--- src/rtl/pkt_meta_head_arbiter_pkg.sv ---
// Shared types for the metadata arbiter between packet metadata and head-pointer updates.
package pkt_meta_head_arbiter_pkg;

    localparam int QID_W = 16;

    typedef struct packed {
        logic [QID_W-1:0] pkt_queue_id;
        logic [15:0]      size;
        logic [31:0]      flow_tag;
        logic             needs_dsc;
        logic             descriptor_only;
    } pkt_meta_with_queues_t;

    typedef enum logic {
        PKT_PRIO  = 1'b0,
        HEAD_PRIO = 1'b1
    } arb_state_t;

    // Metadata beat that only asks the queue manager to fetch descriptors.
    function automatic pkt_meta_with_queues_t dsc_only_meta(input logic [QID_W-1:0] qid);
        pkt_meta_with_queues_t m;
        m                 = '0;
        m.pkt_queue_id    = qid;
        m.descriptor_only = 1'b1;
        return m;
    endfunction

endpackage

--- src/rtl/pkt_meta_head_arbiter_head_upd_coalesce_fifo.sv ---
// Pending head-update queue; an update whose queue id is already pending is absorbed.
module head_upd_coalesce_fifo #(
    parameter int QID_W = 16,
    parameter int DEPTH = 8
) (
    input  logic             clk,
    input  logic             rst_n,
    input  logic [QID_W-1:0] upd_queue_id,
    input  logic             upd_valid,
    output logic             upd_ready,
    input  logic             pop,
    output logic             front_valid,
    output logic [QID_W-1:0] front_id,
    output logic             empty,
    output logic             coalesce
);
    localparam int PTR_W = $clog2(DEPTH);
    localparam int OCC_W = PTR_W + 1;

    logic [QID_W-1:0] ids [DEPTH];
    logic [DEPTH-1:0] vld;
    logic [PTR_W-1:0] rd_ptr, wr_ptr;
    logic [OCC_W-1:0] occ;
    logic             full, accept, hit, push;

    assign full        = (occ == OCC_W'(DEPTH));
    assign empty       = (occ == '0);
    assign upd_ready   = rst_n && !full;
    assign front_valid = vld[rd_ptr];
    assign front_id    = ids[rd_ptr];
    assign accept      = upd_valid && upd_ready;

    // The entry being popped this cycle is still valid, so a match on it coalesces too.
    always_comb begin
        hit = 1'b0;
        for (int i = 0; i < DEPTH; i++) begin
            if (vld[i] && (ids[i] == upd_queue_id)) hit = 1'b1;
        end
    end

    assign push     = accept && !hit;
    assign coalesce = accept && hit;

    always_ff @(posedge clk) begin
        if (push) ids[wr_ptr] <= upd_queue_id;
    end

    always_ff @(posedge clk or negedge rst_n) begin
        if (!rst_n) begin
            rd_ptr <= '0;
            wr_ptr <= '0;
            occ    <= '0;
            vld    <= '0;
        end else begin
            if (push) begin
                vld[wr_ptr] <= 1'b1;
                wr_ptr      <= wr_ptr + PTR_W'(1);
            end
            if (pop) begin
                vld[rd_ptr] <= 1'b0;
                rd_ptr      <= rd_ptr + PTR_W'(1);
            end
            case ({push, pop})
                2'b10:   occ <= occ + OCC_W'(1);
                2'b01:   occ <= occ - OCC_W'(1);
                default: ;
            endcase
        end
    end

endmodule

--- src/rtl/pkt_meta_head_arbiter.sv ---
// Merges packet metadata and head-pointer updates onto the queue manager's single metadata input.
// state     | meaning
// PKT_PRIO  | packets win; counts packet grants while head updates wait
// HEAD_PRIO | burst limit reached; oldest pending head update wins next
module pkt_meta_head_arbiter
    import pkt_meta_head_arbiter_pkg::*;
#(
    parameter int QUEUE_ID_WIDTH  = QID_W,
    parameter int HEAD_FIFO_DEPTH = 8,
    parameter int PKT_BURST_MAX   = 4
) (
    input  logic                      clk,
    input  logic                      rst_n,
    input  pkt_meta_with_queues_t     in_pkt_data,
    input  logic                      in_pkt_valid,
    output logic                      in_pkt_ready,
    input  logic [QUEUE_ID_WIDTH-1:0] head_upd_queue_id,
    input  logic                      head_upd_valid,
    output logic                      head_upd_ready,
    output pkt_meta_with_queues_t     out_meta_data,
    output logic                      out_meta_valid,
    input  logic                      out_meta_ready,
    output logic [31:0]               merged_cnt,
    output logic [31:0]               dsc_only_cnt,
    output logic [31:0]               coalesced_cnt
);
    localparam int BURST_W = $clog2(PKT_BURST_MAX + 1);

    arb_state_t                state, state_nxt;
    logic [BURST_W-1:0]        burst, burst_nxt;
    logic                      stage_free, front_valid, fifo_empty, coalesce;
    logic [QUEUE_ID_WIDTH-1:0] front_id;
    logic                      do_merge, do_pkt, do_head, pop;
    pkt_meta_with_queues_t     grant_data;

    head_upd_coalesce_fifo #(
        .QID_W (QUEUE_ID_WIDTH),
        .DEPTH (HEAD_FIFO_DEPTH)
    ) u_fifo (
        .clk          (clk),
        .rst_n        (rst_n),
        .upd_queue_id (head_upd_queue_id),
        .upd_valid    (head_upd_valid),
        .upd_ready    (head_upd_ready),
        .pop          (pop),
        .front_valid  (front_valid),
        .front_id     (front_id),
        .empty        (fifo_empty),
        .coalesce     (coalesce)
    );

    assign stage_free   = !out_meta_valid || out_meta_ready;
    assign pop          = do_merge || do_head;
    assign in_pkt_ready = rst_n && (do_merge || do_pkt);

    always_comb begin
        state_nxt = state;
        burst_nxt = burst;
        do_merge  = 1'b0;
        do_pkt    = 1'b0;
        do_head   = 1'b0;
        if (stage_free) begin
            if (in_pkt_valid && front_valid && (in_pkt_data.pkt_queue_id == front_id))
                do_merge = 1'b1;
            else if ((state == HEAD_PRIO) && front_valid)
                do_head = 1'b1;
            else if (in_pkt_valid)
                do_pkt = 1'b1;
            else if (front_valid)
                do_head = 1'b1;
        end
        if (do_merge || do_head) begin
            state_nxt = PKT_PRIO;
            burst_nxt = '0;
        end else if (fifo_empty) begin
            burst_nxt = '0;
        end else if (do_pkt && (state == PKT_PRIO)) begin
            burst_nxt = burst + BURST_W'(1);
            if (burst_nxt == BURST_W'(PKT_BURST_MAX)) state_nxt = HEAD_PRIO;
        end
    end

    always_comb begin
        grant_data                 = in_pkt_data;
        grant_data.needs_dsc       = do_merge;
        grant_data.descriptor_only = 1'b0;
        if (do_head) grant_data = dsc_only_meta(front_id);
    end

    always_ff @(posedge clk or negedge rst_n) begin
        if (!rst_n) begin
            state          <= PKT_PRIO;
            burst          <= '0;
            out_meta_valid <= 1'b0;
            out_meta_data  <= '0;
            merged_cnt     <= '0;
            dsc_only_cnt   <= '0;
            coalesced_cnt  <= '0;
        end else begin
            state <= state_nxt;
            burst <= burst_nxt;
            if (stage_free) begin
                out_meta_valid <= do_merge || do_pkt || do_head;
                if (do_merge || do_pkt || do_head) out_meta_data <= grant_data;
            end
            if (do_merge) merged_cnt    <= merged_cnt + 32'd1;
            if (do_head)  dsc_only_cnt  <= dsc_only_cnt + 32'd1;
            if (coalesce) coalesced_cnt <= coalesced_cnt + 32'd1;
        end
    end

endmodule

--- config.mk ---
export PLATFORM = sky130hd
export DESIGN_NAME = pkt_meta_head_arbiter
export DESIGN_NICKNAME = d
export VERILOG_FILES = /design/src/rtl/pkt_meta_head_arbiter_pkg.sv /design/src/rtl/pkt_meta_head_arbiter_head_upd_coalesce_fifo.sv /design/src/rtl/pkt_meta_head_arbiter.sv
export SDC_FILE = /design/constraint.sdc
export NUM_CORES = 1
export LEC_CHECK = 0
export ABC_CLOCK_PERIOD_IN_PS = 6100
export CAP_MARGIN = 20
export CORE_MARGIN = 1.5
export CORE_UTILIZATION = 33
export CTS_BUF_LIST = sky130_fd_sc_hd__clkbuf_16
export DETAILED_ROUTE_END_ITERATION = 16
export PLACE_DENSITY = 0.56
export SLEW_MARGIN = 10
export SYNTH_ARGS = -nofsm -noshare
export SYNTH_HDL_FRONTEND = slang
export SYNTH_SLANG_ARGS = --single-unit
--- constraint.sdc ---
create_clock -name clk -period 6.1 [get_ports clk]
set_input_delay 1.525 -clock clk [delete_from_list [all_inputs] [get_ports clk]]
set_output_delay 1.525 -clock clk [all_outputs]
set_load 0.01 [all_outputs]
After elaboration in Yosys (flattened, before gate mapping)
Memory sizes are Yosys's and may differ from the RTL's.
Cells that the tools add are included.
{"block": "word_totals", "memories": 1, "in_bits": 87, "ff_bits": 185, "ram_bits": 128, "out_inout_bits": 165, "word_cells": 117}
{"memory": "u_fifo.ids", "depth": 8, "word_bits": 16, "rd": 9, "rd_ports_with_merged_regs": 0, "write_ports": 1, "line": "pkt_meta_head_arbiter_head_upd_coalesce_fifo.sv:20", "source": "logic [QID_W-1:0] ids [DEPTH];"}
{"block": "classes", "n_reduce_logical": 33, "n_mux": 38, "n_lt_le_gt_ge": 4, "n_addsub": 8, "n_eq_ne": 14, "bitwise": 4}
{"cell": "$eq 16x16->1", "count": 9}
{"cell": "$add 32x1->32 const B", "count": 3}
{"cell": "$mux 66", "count": 1}
{"cell": "$mux 1", "count": 28}
{"cell": "$logic_and 1x1->1", "count": 19}
{"cell": "$mux 8", "count": 2}
{"cell": "$add 3x1->3 const B", "count": 3}
{"cell": "$mux 3", "count": 3}
{"cell": "$and 8x8->8", "count": 1}
{"cell": "$lt 3x4->1 const B", "count": 2}
{"cell": "$not 8->8", "count": 1}
{"cell": "$or 8x8->8", "count": 1}
{"cell": "$pmux 4 s2", "count": 1}
{"cell": "$demux 1 s3", "count": 2}
{"cell": "$ge 3x1->1 const B", "count": 2}
{"cell": "$reduce_bool 2->1", "count": 3}
{"cell": "$add 4x1->4 const B", "count": 1}
{"cell": "$eq 4x4->1 const B", "count": 1}
{"cell": "$logic_not 4->1", "count": 1}
{"cell": "$logic_or 1x1->1", "count": 4}
{"cell": "$sub 4x1->4 const B", "count": 1}
{"cell": "$bmux 1 s3", "count": 1}
{"cell": "$eq 3x3->1 const B", "count": 1}
{"cell": "$logic_not 1->1", "count": 3}
{"cell": "other kinds (7)", "count": 7}

Logic depth before layout (Yosys ltp)
Gate-level depths: netlist of run 1.
{"block": "logic_depth", "ltp_word": 15, "mapped_depth": 18, "depth_no_buf": 13}

Hierarchy
Synthesis of run 1 repeated with hierarchy kept, for this count alone.
{"block": "unflattened", "cells_unflattened": 1240, "hier_area_um2": 15373.5}
{"module": "pkt_meta_head_arbiter", "seq_area_each_um2": 4179.0, "instances": 1, "cells_each": 755, "area_per_inst_um2": 7802.5}
{"module": "head_upd_coalesce_fifo", "seq_area_each_um2": 4294.1, "instances": 1, "cells_each": 485, "area_per_inst_um2": 7571.0}

Least setup slack after synthesis of run 1
OpenSTA, ideal clock, no wires.
{"block": "synth_path", "path_kind": "in2reg", "startpoint": "input head_upd_queue_id[12]", "endpoint": "memory u_fifo.ids[1][0] (enable)", "t_arrival_ps": 5289, "setup_slack_ps": 370, "required_ps": 5660, "cell_stages": 10, "setup_time_ps": 440, "n_path_buf": 3, "path_cell_list": "clkbuf_1 -> xor2_1 -> nor4_1 -> nand3_1 -> o22ai_1 -> or4_1 -> clkbuf_1 -> or2_2 -> clkbuf_1 -> nor4b_1"}
{"block": "synth_via", "elab_chain_len": 14, "word_cells_on_any_way": 28, "cone_classes": "8 x eq/ne; 10 x mux; 10 x reduce/logical"}
{"element": "start: declaration", "line": "pkt_meta_head_arbiter.sv:17", "source": "input logic [QUEUE_ID_WIDTH-1:0] head_upd_queue_id,"}
{"element": "$eq 16x16->1", "line": "pkt_meta_head_arbiter_head_upd_coalesce_fifo.sv:37", "source": "if (vld[i] && (ids[i] == upd_queue_id)) hit = 1'b1;"}
{"element": "$logic_and 1x1->1", "line": "pkt_meta_head_arbiter_head_upd_coalesce_fifo.sv:37"}
{"element": "$mux 1 (7 in a row)", "line": "pkt_meta_head_arbiter_head_upd_coalesce_fifo.sv:37"}
{"element": "$mux 1 *", "line": "pkt_meta_head_arbiter_head_upd_coalesce_fifo.sv:37"}
{"element": "$logic_not 1->1 *", "line": "pkt_meta_head_arbiter_head_upd_coalesce_fifo.sv:41", "source": "assign push = accept && !hit;"}
{"element": "$logic_and 1x1->1 *", "line": "pkt_meta_head_arbiter_head_upd_coalesce_fifo.sv:41"}
{"element": "$mux 1 *", "line": "pkt_meta_head_arbiter_head_upd_coalesce_fifo.sv:45", "source": "if (push) ids[wr_ptr] <= upd_queue_id;"}
{"element": "$mux 1 (not written as such) *", "line": "pkt_meta_head_arbiter_head_upd_coalesce_fifo.sv:45"}
{"element": "end: declaration", "line": "pkt_meta_head_arbiter_head_upd_coalesce_fifo.sv:20"}
Every way passes the cells marked *; elsewhere a longest branch is shown, timed or not.

Final worst setup path of run 1
{"block": "layout_path", "startpoint": "register u_fifo.rd_ptr[1]", "endpoint": "output in_pkt_ready"}
{"block": "layout_via", "elab_chain_len": 8, "word_cells_on_any_way": 14, "cone_classes": "1 x eq/ne; 7 x mux; 5 x reduce/logical; 1 x memory"}
{"element": "start: declaration", "line": "pkt_meta_head_arbiter_head_upd_coalesce_fifo.sv:22", "source": "logic [PTR_W-1:0] rd_ptr, wr_ptr;"}
{"element": "start signal: assignment", "line": "pkt_meta_head_arbiter_head_upd_coalesce_fifo.sv:61", "source": "rd_ptr <= rd_ptr + PTR_W'(1);"}
{"element": "branches (longest 6 deep; another with $mem_v2 8x16)"}
{"element": "$logic_or 1x1->1 *", "line": "pkt_meta_head_arbiter.sv:54", "source": "assign in_pkt_ready = rst_n && (do_merge || do_pkt);"}
{"element": "$logic_and 1x1->1 *", "line": "pkt_meta_head_arbiter.sv:54"}
{"element": "end: declaration", "line": "pkt_meta_head_arbiter.sv:16", "source": "output logic in_pkt_ready,"}
Every way passes the cells marked *. The select of a mux whose other input is x is not followed.

==> results of run 1 <==
[path summary, 6_finish.rpt]
check                                  start                 to  slack [ns]
min in group asynchronous              rst_n  out_meta_data[49]        0.91
hold reg to reg            coalesced_cnt[31]  coalesced_cnt[31]        0.47
setup / recovery            u_fifo.rd_ptr[1]       in_pkt_ready        0.22
setup reg to reg            u_fifo.rd_ptr[1]      u_fifo.occ[2]        1.49
hold / removal             coalesced_cnt[31]  coalesced_cnt[31]        0.47
max in group asynchronous              rst_n   u_fifo.rd_ptr[2]        3.48
[state kept, by name, summed over array words and instances, names as in the netlist]
| name | cells |
|---|---|
| u_fifo.ids | 128 |
| out_meta_data | 66 |
| coalesced_cnt | 32 |
| dsc_only_cnt | 32 |
| merged_cnt | 32 |
| u_fifo.vld | 8 |
| u_fifo.occ | 4 |
| burst | 3 |
| u_fifo.rd_ptr | 3 |
| u_fifo.wr_ptr | 3 |
| out_meta_valid | 1 |
| state | 1 |
[routing by layer]
metal  part of all wire  vias up  routed length [um]  track usage
li1                   -     5085                   -            -
met1               0.45     5424               20000        0.259
met2               0.47      318               21200        0.312
met3              0.060       61                2690       0.0414
met4              0.020        2                 914       0.0486
met5            0.00029        -                  13            0
[final cells by class]
type | instances | area, um^2
Clock inverter | 28 | 178
Fill cell | 4229 | 25000
Timing Repair Buffer | 294 | 2850
Multi-Input combinational cell | 880 | 6200
Clock buffer | 39 | 976
Tap cell | 592 | 741
Sequential cell | 313 | 8470
Inverter | 22 | 82.6
[where the power goes]
part / leakage (nW) / internal (mW) / switching (mW)
logic: 3.72 / 1.21 / 1.50
clock network: 0.608 / 1.24 / 0.883
registers: 3.54 / 2.57 / 0.329
[per-stage QoR]
stage               worst slack (ns)  utilization  instance area [um^2]  hold WS, ns
floorplan                      0.370            -                 15000        0.459
global placement               0.568        0.412                 18300        0.458
detailed placement             0.530        0.412                 18300        0.461
CTS                            0.216        0.438                 19500        0.472
global route                   0.109        0.438                 19500        0.489
finish                         0.224        0.438                 19500        0.468
[cell usage after synthesis, types with 15 or more instances]
| cell | instances |
|---|---|
| and3_1 | 18 |
| clkbuf_1 | 48 |
| dfrtp_1 | 185 |
| edfxtp_1 | 128 |
| inv_1 | 22 |
| mux2i_1 | 42 |
| mux4_2 | 15 |
| nand2_1 | 162 |
| nand3_1 | 48 |
| nand4_1 | 32 |
| nor2_1 | 47 |
| nor3_1 | 39 |
| nor4_1 | 36 |
| o21ai_0 | 54 |
| xnor2_1 | 68 |
| xor2_1 | 172 |
[cell families (layout without fill, tap and decap cells)]
logic type | after synthesis | in the layout | synth area share
adders and majority gates | 10 | 10 | 0.00833
buffers and inverters | 92 | 383 | 0.0266
xor gates and xnor gates | 240 | 240 | 0.140
and+or+nand+nor | 433 | 433 | 0.143
DFF | 313 | 313 | 0.564
muxes | 67 | 67 | 0.0588
AOI/OAI and AO/OA | 130 | 130 | 0.0591
[worst register-to-register path: stages, from the launching register on]
cell	delay (ns)
dfrtp_1	0.75
mux4_2	0.59
mux2i_1	0.51
xnor2_1	0.24
o2111ai_1	0.16
or4b_1	0.53
buf_4	0.19
o31ai_2	0.40
ha_1	0.35
xor2_1	0.10
ha_1	0.18
a21oi_1	0.14
xor2_1	0.15
nor2_1	0.06
xor2_1	0.14
==> results.ini, run 1 <==
[hold_path]
hold_class=register to register
min_path_cells=1

[sta]
fin_crit_ns=5.88
slew_violations=0
grt_setup_unrepaired=no
slew_headroom=0.336
max_freq_mhz=170
setup_viol=0
skew_ns=0.0258
tightest_slew_ns=0.994
finalCritPeriodShare=0.963
fin_tns_setup_ns=0
finalHoldViolCount=0

[floorplanning]
dieWidth_um=216
die_height_um=216
coreArea_mm2=0.0445
initial_utilization=0.337
die-area_mm2=0.0468
boundaryPins=252
rows=77

[clock_network]
path_clk_slew_ns=0.06
root_buffer=clkbuf_16
cts.path.max_buffers=3
cts_tree=yes
clk_latency_ns=0.55
hold_buffers=0
cts_repair_resize_count=0
post_cts_buffers=0
cts.htree.levels=2
cts.sinks=313
cts_buffers=37

[run_status]
outcome=finished, final reports clean

[worst_setup_path]
path_delay_family=multiplexers
cp-start-kind=register
path_max_fanout=9
crit_chain=mux4_2, mux2i_1, xnor2_1, o2111ai_1, or4b_1, or2_1, a21oi_1, clkdlybuf4s50_1
cpPeakStageDelay_ns=0.75
worstPathRequired_ns=4.58
critical_path_depth=8
cpMaxStageDelayCell=dfrtp_1
crit_buf_inv=1
r2r_cells=14
worstSetupPathType=register to output port
arrival_ns=4.35
crit_path_end_kind=output port

[grt]
grt_pass1_vias=10957
gr-usage-all-layers=0.191
antenna_found_initial=1
grt-ovfl-total=0
grt_max_degree=63
grt_pass1_wl_um=68000

[power_and_ir_drop]
pwr_density_cell_mw_per_mm2=396
leakage_nw=7.87
finalPower_mw=7.73
peakVddDrop_mv=0.195

[synthesis]
syn_nets=1382
synth_top_area_frac=0.308
synth_edf_count=128
synth_ff_type=dfrtp_1
synthArstFlopShare=0.591
syn_area_mm2=0.0150
ys_ff_latch=313
synth_cells=1285
synth_area_leaders=dfrtp_1 31%, edfxtp_1 26%, xor2_1 10%, nand2_1 4.1%, xnor2_1 4.0%
yosys.cell_types.count=60
seq_area_frac_synth=0.564
yosys_warnings=0
yosysTopAreaCell=dfrtp_1
syn_area_per_cell_um2=11.7

[cells_and_area]
final_nets=1645
area_delta_synth_final_pct=29.9
final_cell_mix=248 x clkdlybuf4s50_1, 184 x dfrtp_1, 172 x xor2_1, 162 x nand2_1, 128 x edfxtp_1
antennaDiodeCount=0
layout_commonest_cell=clkdlybuf4s50_1
final_cells=2168
drive_gt1_frac=0.0933

[detailed_routing]
dr.first_iter.drc_count=914
drtAntennaViolNets=0
drc=0
vias=10890
viasPerCell=5.02
drt-total-wl_um=44800
drt-pass1-iter-count=5
routedWlPerCell_um=20.7

[place]
numPortBuffers=249
gp_congestion=0.883
dp_hpwl_um=32100
placedCellCount=2100

[run]
cap_violations=0

(Power assumes the default switching activity.)
==> run 2: changes to the inputs <==
--- a/config.mk
+++ b/config.mk
@@ -9,7 +9,7 @@
 export CAP_MARGIN = 20
 export CORE_MARGIN = 1.5
 export CORE_UTILIZATION = 33
-export CTS_BUF_LIST = sky130_fd_sc_hd__clkbuf_16
+export CTS_BUF_LIST = sky130_fd_sc_hd__clkbuf_8
 export DETAILED_ROUTE_END_ITERATION = 16
 export PLACE_DENSITY = 0.56
 export SLEW_MARGIN = 10
==> run 2 against run 1 <==
Setup slack worse by 0.077 ns. Cell area about the same. Non-clock buffer count unchanged.
==> results.ini, run 2 (synthesized netlist as in run 1, its figures left out) <==
[power_and_ir_drop]
leakage_nw=7.90  ; +0.46%
pwr_density_cell_mw_per_mm2=391  ; -1.4%
peakVddDrop_mv=0.175  ; -10%
finalPower_mw=7.62  ; -1.5%

[cells_and_area]
regArea_mm2=0.00848  ; about the same
drive_gt1_frac=0.110  ; +0.0169
multi_input_area_mm2=0.00620  ; unchanged
area_delta_synth_final_pct=29.8  ; about the same
largest-register=u_fifo.ids
final_nets=1662  ; +1.0%
largest_reg_flops=128  ; unchanged
reg_top3=u_fifo.ids x128, out_meta_data x66
fillerInstances=4238  ; +0.21%
antennaDiodeCount=0  ; unchanged
layout_commonest_cell=clkdlybuf4s50_1
final_cell_mix=248 x clkdlybuf4s50_1, 182 x dfrtp_1, 172 x xor2_1, 162 x nand2_1, 128 x edfxtp_1

[sta]
skew_ns=0.0471  ; +0.0214 ns
max_freq_mhz=168  ; -1.3%
fin_crit_ns=5.95  ; +0.0772 ns
fin_tns_setup_ns=0  ; unchanged
slew_violations=0  ; unchanged
finalCritPeriodShare=0.976  ; +0.0127
slew_headroom=0.338  ; +0.00181
finalHoldViolCount=0  ; unchanged
tightest_slew_ns=0.991  ; -0.00270 ns
setup_viol=0  ; unchanged
grt_setup_unrepaired=no

[worst_setup_path]
worstSetupPathType=register to output port
cp-start-kind=register
arrival_ns=4.43  ; +0.08 ns
crit_chain=buf_4, mux4_2, mux2i_1, xnor2_1, a2111oi_4, nand4b_4, or2_1, a21oi_1, clkdlybuf4s50_1
path_max_fanout=21  ; +12
worstPathRequired_ns=4.58  ; about the same
cpMaxStageDelayCell=dfrtp_2
crit_path_end_kind=output port
cpPeakStageDelay_ns=0.77  ; +0.02 ns
path_delay_family=buffers and inverters
crit_buf_inv=2  ; +1

[clock_network]
cts_buffers=54  ; +46%
cts.path.max_buffers=3  ; unchanged
cts.sinks=313  ; unchanged
cts_tree=yes
hold_buffers=0  ; unchanged
post_cts_buffers=0  ; unchanged
path_clk_slew_ns=0.06  ; about the same
cts.htree.levels=2  ; unchanged
clk_latency_ns=0.64  ; +0.09 ns
root_buffer=clkbuf_8
cts_repair_resize_count=0  ; unchanged

[floorplanning]
die-area_mm2=0.0468  ; unchanged
coreArea_mm2=0.0445  ; unchanged
initial_utilization=0.337  ; unchanged
boundaryPins=252  ; unchanged
rows=77  ; unchanged
dieWidth_um=216  ; unchanged
die_height_um=216  ; unchanged

[place]
numPortBuffers=249  ; unchanged
dp_hpwl_um=32100  ; unchanged
gp_congestion=0.883  ; unchanged

[detailed_routing]
drt-total-wl_um=44900  ; +0.20%
drtAntennaViolNets=0  ; unchanged
dr.first_iter.drc_count=908  ; -0.66%
viasPerCell=4.97  ; -1.1%
vias=10923  ; +0.30%
drt-pass1-iter-count=5  ; unchanged
drc=0  ; unchanged
routedWlPerCell_um=20.4  ; -1.2%

[grt]
grt_pass1_vias=11051  ; +0.86%
grt_max_degree=63  ; unchanged
antenna_found_initial=1  ; unchanged
gr-usage-all-layers=0.191  ; -0.000623
grt-ovfl-total=0  ; unchanged
grt_pass1_wl_um=67800  ; -0.29%

[run_status]
outcome=finished, final reports clean

[hold_path]
hold_class=register to register

[run]
cap_violations=0  ; unchanged

-- run 2: routing by layer --
| layer | share of wire | wire, um | global-route usage |
|---|---|---|---|
| met5 | 0.00036 | 16 | 0 |
| met4 | 0.021 | 923 | 0.0512 |
| met3 | 0.061 | 2730 | 0.0427 |
| met2 | 0.47 | 21100 | 0.310 |
| met1 | 0.45 | 20200 | 0.257 |
-- run 2: layout make-up --
type                       instances  share of cell area
clock buffer                      64              0.0452
clock inverter                    33              0.0129
inverter                          22             0.00424
multi-input combinational        880               0.318
sequential                       313               0.435
tap                              592              0.0380
timing repair buffer             294               0.146
-- run 2: worst paths after layout --
kind,startpoint,endpoint,slack [ns],cells past startpoint
worst max-delay path,u_fifo.rd_ptr[2],in_pkt_ready,0.15,9
worst min-delay path,coalesced_cnt[31],coalesced_cnt[31],0.47,1
worst max register to register,u_fifo.rd_ptr[2],u_fifo.occ[2],1.63,14
worst min register to register,coalesced_cnt[31],coalesced_cnt[31],0.47,1
max in group asynchronous,rst_n,u_fifo.rd_ptr[1],3.58,3
min in group asynchronous,rst_n,out_meta_data[33],0.81,1
-- run 2: stage by stage --
stage	hold WS (ns)	utilization	cells	setup WS (ns)	area [um^2]
after floorplan	0.459	-	1285	0.370	15000
after global placement	0.458	0.412	2100	0.568	18300
after detailed placement	0.461	0.412	2100	0.530	18300
after CTS	0.472	0.437	2197	0.0932	19500
after global routing	0.488	0.438	2198	0.0321	19500
final	0.468	0.438	2198	0.147	19500
-- run 2: worst register-to-register path, delay by kind of cell (launching register included) --
| family | cells | cell delay, ns |
|---|---|---|
| muxes | 2 | 0.89 |
| DFF | 1 | 0.77 |
| AOI/OAI and AO/OA | 3 | 0.69 |
| xor gates and xnor gates | 4 | 0.68 |
| and+or+nand+nor | 2 | 0.59 |
| adders and majority gates | 2 | 0.53 |
| buffers and inverters | 1 | 0.19 |
-- run 2: power by group --
part	internal (mW)	switching, mW	leakage, nW
sequential	2.57	0.330	3.54
clock	1.12	0.881	0.646
combinational	1.21	1.50	3.72
total	4.91	2.71	7.90
